===== config.mk =====
export PLATFORM = sky130hd
export DESIGN_NAME = instruction_issue_unit
export DESIGN_NICKNAME = d
export VERILOG_FILES = /design/src/rtl/instruction_issue_unit.sv
export SDC_FILE = /design/constraint.sdc
export NUM_CORES = 1
export LEC_CHECK = 0
export BUFFER_PORTS_ARGS = -buffer_cell sky130_fd_sc_hd__clkbuf_2
export CAP_MARGIN = 0
export CORE_ASPECT_RATIO = 1.25
export CORE_MARGIN = 4
export CORE_UTILIZATION = 29
export DETAILED_ROUTE_END_ITERATION = 12
export PLACE_DENSITY_LB_ADDON = 0.2
export RECOVER_POWER = 25
export REMOVE_ABC_BUFFERS = 1
export SLEW_MARGIN = 20
export SYNTH_ARGS = -nofsm -noshare
export SYNTH_HDL_FRONTEND = slang
export SYNTH_SLANG_ARGS = --single-unit

===== constraint.sdc =====
create_clock -name clk -period 3 [get_ports clk]
set_input_delay 0.9 -clock clk [delete_from_list [all_inputs] [get_ports clk]]
set_output_delay 0.9 -clock clk [all_outputs]
set_load 0.02 [all_outputs]

===== src/rtl/instruction_issue_unit.sv =====
// rtl/instruction_issue_unit.sv - prefetch FIFO and COMMAND history issue stage for the decoder
// Optional load-use interlock enabled by defining LOAD_USE_STALL_EN.
module instruction_issue_unit #(
    parameter int          DEPTH    = 4,
    parameter logic [15:0] NOP_WORD = 16'hC0E0
) (
    input  logic        clk,
    input  logic        rst_n,
    input  logic [15:0] imem_data,
    input  logic        imem_valid,
    output logic        imem_ready,
    input  logic        stall,
    input  logic        flush,
    output logic [15:0] COMMAND,
    output logic [15:0] BeforeCOMMAND,
    output logic [15:0] TwoBeforeCOMMAND,
    output logic        issue_valid
);

    localparam int AW = $clog2(DEPTH);
    localparam int CW = $clog2(DEPTH) + 1;

    logic [15:0]   mem_q [DEPTH];
    logic [AW-1:0] wr_ptr_q, wr_ptr_d;
    logic [AW-1:0] rd_ptr_q, rd_ptr_d;
    logic [CW-1:0] count_q, count_d;
    logic [15:0]   cmd_q, cmd_d;
    logic [15:0]   before_q, before_d;
    logic [15:0]   two_before_q, two_before_d;
    logic          issue_valid_q, issue_valid_d;

    logic [15:0]   head_word;
    logic          fifo_empty;
    logic          push;
    logic          pop;
    logic          load_use;

    assign head_word  = mem_q[rd_ptr_q];
    assign fifo_empty = (count_q == '0);
    assign imem_ready = (count_q < CW'(DEPTH));
    assign push       = imem_valid && imem_ready && !flush;

`ifdef LOAD_USE_STALL_EN
    // True when the instruction word consumes register r as a source operand.
    function automatic logic reads_reg(input logic [15:0] w, input logic [2:0] r);
        logic hit;
        hit = 1'b0;
        case (w[15:14])
            2'b01:   hit = (w[10:8] == r);
            2'b11:   hit = ((w[7:4] <= 4'b0110) || (w[7:4] == 4'b1101)) && (w[10:8] == r);
            default: hit = 1'b0;
        endcase
        return hit;
    endfunction

    assign load_use = !fifo_empty && (cmd_q[15:14] == 2'b00) && reads_reg(head_word, cmd_q[13:11]);
`else
    assign load_use = 1'b0;
`endif

    assign pop = !flush && !stall && !fifo_empty && !load_use;

    always_comb begin
        wr_ptr_d = wr_ptr_q;
        rd_ptr_d = rd_ptr_q;
        count_d  = count_q;
        if (flush) begin
            wr_ptr_d = '0;
            rd_ptr_d = '0;
            count_d  = '0;
        end else begin
            if (push) begin
                wr_ptr_d = wr_ptr_q + AW'(1);
            end
            if (pop) begin
                rd_ptr_d = rd_ptr_q + AW'(1);
            end
            case ({push, pop})
                2'b10:   count_d = count_q + CW'(1);
                2'b01:   count_d = count_q - CW'(1);
                default: count_d = count_q;
            endcase
        end
    end

    // Flush still shifts history so the taken branch remains visible to forwarding.
    always_comb begin
        cmd_d         = cmd_q;
        before_d      = before_q;
        two_before_d  = two_before_q;
        issue_valid_d = issue_valid_q;
        if (flush) begin
            two_before_d  = before_q;
            before_d      = cmd_q;
            cmd_d         = NOP_WORD;
            issue_valid_d = 1'b0;
        end else if (!stall) begin
            two_before_d = before_q;
            before_d     = cmd_q;
            if (pop) begin
                cmd_d         = head_word;
                issue_valid_d = 1'b1;
            end else begin
                cmd_d         = NOP_WORD;
                issue_valid_d = 1'b0;
            end
        end
    end

    always_ff @(posedge clk) begin
        if (rst_n && push) begin
            mem_q[wr_ptr_q] <= imem_data;
        end
    end

    always_ff @(posedge clk) begin
        if (!rst_n) begin
            wr_ptr_q      <= '0;
            rd_ptr_q      <= '0;
            count_q       <= '0;
            cmd_q         <= NOP_WORD;
            before_q      <= NOP_WORD;
            two_before_q  <= NOP_WORD;
            issue_valid_q <= 1'b0;
        end else begin
            wr_ptr_q      <= wr_ptr_d;
            rd_ptr_q      <= rd_ptr_d;
            count_q       <= count_d;
            cmd_q         <= cmd_d;
            before_q      <= before_d;
            two_before_q  <= two_before_d;
            issue_valid_q <= issue_valid_d;
        end
    end

    assign COMMAND          = cmd_q;
    assign BeforeCOMMAND    = before_q;
    assign TwoBeforeCOMMAND = two_before_q;
    assign issue_valid      = issue_valid_q;

endmodule


==> results.py <==
metrics = {
    "power_and_ir_drop": {
        "power.switching_uw": 843,
        "p_leak_nw": 2.02,
        "p_int_mw": 2.97,
        "p_seq_frac": 0.468,
        "switching_share": 0.221,
        "p_per_area_mw_per_mm2": 675,
        "power_frac_comb": 0.032,
        "max-vdd-ir-drop_uv": 359,
        "pwr-share-clk": 0.500,
    },
    "floorplan": {
        "ioPinCount": 71,
        "rows": 50,
        "start_util": 0.298,
        "core_area_sq_mm": 0.0151,
        "dieArea_sq_mm": 0.0176,
        "fp.dieH_microns": 147,
        "fp.dieW_microns": 120,
    },
    "placement": {
        "io_buffers": 70,
        "gp_congestion": 0.708,
        "hpwl_mm": 6.20,
    },
    "sta": {
        "hold_violations": 0,
        "max_clock_freq_mhz": 426,
        "finalSetupViolations": 0,
        "worst_pin_slew_ns": 0.793,
        "rsz0062_at_grt": "false",
        "period_needed_ns": 2.35,
        "slew_viol_final": 0,
        "fin_skew_ns": 0.00844,
        "tns_ns": 0,
        "min_period_over_period": 0.782,
        "slew_headroom": 0.470,
        "finalHoldWorstSlack_ns": 0.459,
    },
    "flow_run": {
        "maxCapViolCount": 0,
    },
    "drt": {
        "dr.pass1.iters": 4,
        "ant_nets": 0,
        "wirelength_mm": 9.14,
        "vias": 2701,
        "wl_per_cell_microns": 14.6,
        "vias_per_cell": 4.33,
        "route.detailed.drc": 0,
        "drtIter0Drc": 298,
    },
    "global_route": {
        "overflow": 0,
        "grt_pass1_wl_mm": 15.0,
        "grt_pass1_vias": 2750,
        "grt_max_degree": 35,
        "track_usage": 0.111,
        "antenna_found_initial": 0,
    },
    "clocking": {
        "tritoncts": "built",
        "cts_hold_buf": 0,
        "h-tree-depth": 4,
        "post-cts-setup-buffers": 0,
        "clock_path_buffers": 2,
        "clkTransAtPathRegs_ns": 0.06,
        "cts.sinks": 122,
        "cts_root_buf": "clkbuf_16",
        "clk-insertion-delay-late_ns": 0.41,
        "cts_inserted_buffers": 17,
        "ctsResizeCount": 0,
    },
    "yosys": {
        "synth-seq-area-share": 0.683,
        "yosys_warnings": 0,
        "synthDistinctLibCells": 33,
        "netlist_area_sq_mm": 0.00451,
        "synthCells": 320,
        "ys_ff_latch": 122,
        "synth_area_per_cell_sq_um": 14.1,
    },
    "finish": {
        "layout_commonest_cell": "nand2_1",
        "antenna_cells": 0,
        "drive_above_1_share": 0.264,
        "syn2layout_area_growth_pct": 25.3,
        "nFillCells": 1517,
        "layout_common_cells": "nand2_1, edfxtp_1, dfxtp_1",
        "nNetsFinal": 430,
    },
    "setup_path": {
        "r2r_slack_ns": 0.77,
        "critPathLaunchType": "primary input",
        "cp_data_arrival_time_ns": 2.69,
        "crit_path_end_kind": "flop",
        "cp_max_fo": 10,
        "critPathKind": "in -> reg",
        "worstPathRequired_ns": 3.34,
    },
    "outcome": {
        "status": "finished, final reports clean",
    },
    "min_path": {
        "hold_path.class": "reg -> reg",
    },
}
[area by class of cell]
| cell class | count | area, sq um | share of cell area |
|---|---|---|---|
| Clock buffer | 17 | 425 | 0.0753 |
| Multi-Input combinational cell | 172 | 1290 | 0.228 |
| Timing Repair Buffer | 82 | 420 | 0.0744 |
| Clock inverter | 15 | 141 | 0.0250 |
| Inverter | 8 | 30.0 | 0.00531 |
| Tap cell | 208 | 260 | 0.0461 |
| Sequential cell | 122 | 3080 | 0.546 |
[metrics by stage]
step	cells	cell area, sq um	worst slack [ns]	total power [mW]	util
after floorplan	302	4400	0.325	1.88	-
after global placement	592	5100	0.265	1.94	0.337
after detailed placement	592	5100	0.228	1.95	0.337
after CTS	624	5670	0.659	3.89	0.375
after global routing	624	5650	0.556	3.98	0.373
final	624	5650	0.653	3.81	0.373
[layer usage]
layer | vias to the layer above | part of all wire | GRT usage
met2 | 59 | 0.51 | 0.181
met1 | 1304 | 0.42 | 0.130
li1 | 1329 | - | -
met4 | 0 | 0.014 | 0.0481
met3 | 9 | 0.056 | 0.0436
met5 | - | 0 | 0
[path summary, 6_finish.rpt]
path | to | from | cells after the start
max | count_q[2] | stall | 9
min | TwoBeforeCOMMAND[9] | TwoBeforeCOMMAND[9] | 2
max reg2reg | count_q[2] | count_q[2] | 9
min reg2reg | TwoBeforeCOMMAND[9] | TwoBeforeCOMMAND[9] | 2
[critical path, stage by stage]
cell and delay, ns:
clkbuf_2 0.14, or2_2 0.32, nor2_1 0.10, ha_1 0.19
inv_1 0.06, fa_1 0.37, xor2_1 0.16, or3_1 0.31
a21oi_1 0.14
[registers in the layout, indices dropped and copies added, names as in the netlist, named ones only]
register          cells
COMMAND              16
BeforeCOMMAND        16
count_q               3
wr_ptr_q              2
mem_q                64
TwoBeforeCOMMAND     16
issue_valid           1
rd_ptr_q              2
[cells in the mapped netlist]
library cell   n  area (sq um)
dfxtp_1       58          1160
edfxtp_1      64          1920
mux4_1         6           158
a21boi_0      22           165
buf_2          9          45.0
mux2i_1        1          10.0
clkbuf_1       4          15.0
ha_1           5          62.6
inv_1          8          30.0
or2_2          1          6.26
fa_1           1          20.0
o22a_1         5          43.8
buf_12         1          20.0
nand3_1       10          50.1
mux4_2        10           225
or3_1          3          18.8
xnor2_1        1          8.76
or4_1          1          7.51
a22o_1        11          96.3
nor3b_1        2          15.0
nor3_1         1          5.00
o31ai_1        1          7.51
and2_1         5          31.3
nor2_1         6          22.5
nand2_1       66           248
nand2b_1       2          12.5
xor2_1         2          17.5
nor3_2         1          10.0
o21ai_0        2          10.0
nor2b_1        1          6.26
buf_6          2          22.5
buf_1          2          7.51
a21oi_1        6          30.0
[power by group through the flow]
| stage | logic [mW] | clock network (mW) | registers (mW) |
|---|---|---|---|
| after floorplan | 0.0534 | 0 | 1.83 |
| after global placement | 0.125 | 0 | 1.82 |
| after detailed placement | 0.128 | 0 | 1.82 |
| after CTS | 0.128 | 1.97 | 1.78 |
| after global routing | 0.137 | 2.06 | 1.79 |
| final | 0.122 | 1.91 | 1.78 |
[kinds of logic (layout without fill, tap and decap cells)]
logic type | count (synthesis) | after routing | share of synthesized area
xor+xnor | 3 | 3 | 0.00583
compound gates | 47 | 47 | 0.0782
flops | 122 | 122 | 0.683
mux | 17 | 17 | 0.0871
buf+inv | 26 | 122 | 0.0311
simple gates | 99 | 99 | 0.0960
fa+ha+maj | 6 | 6 | 0.0183
Note: power is estimated with default switching activity, not from simulation.
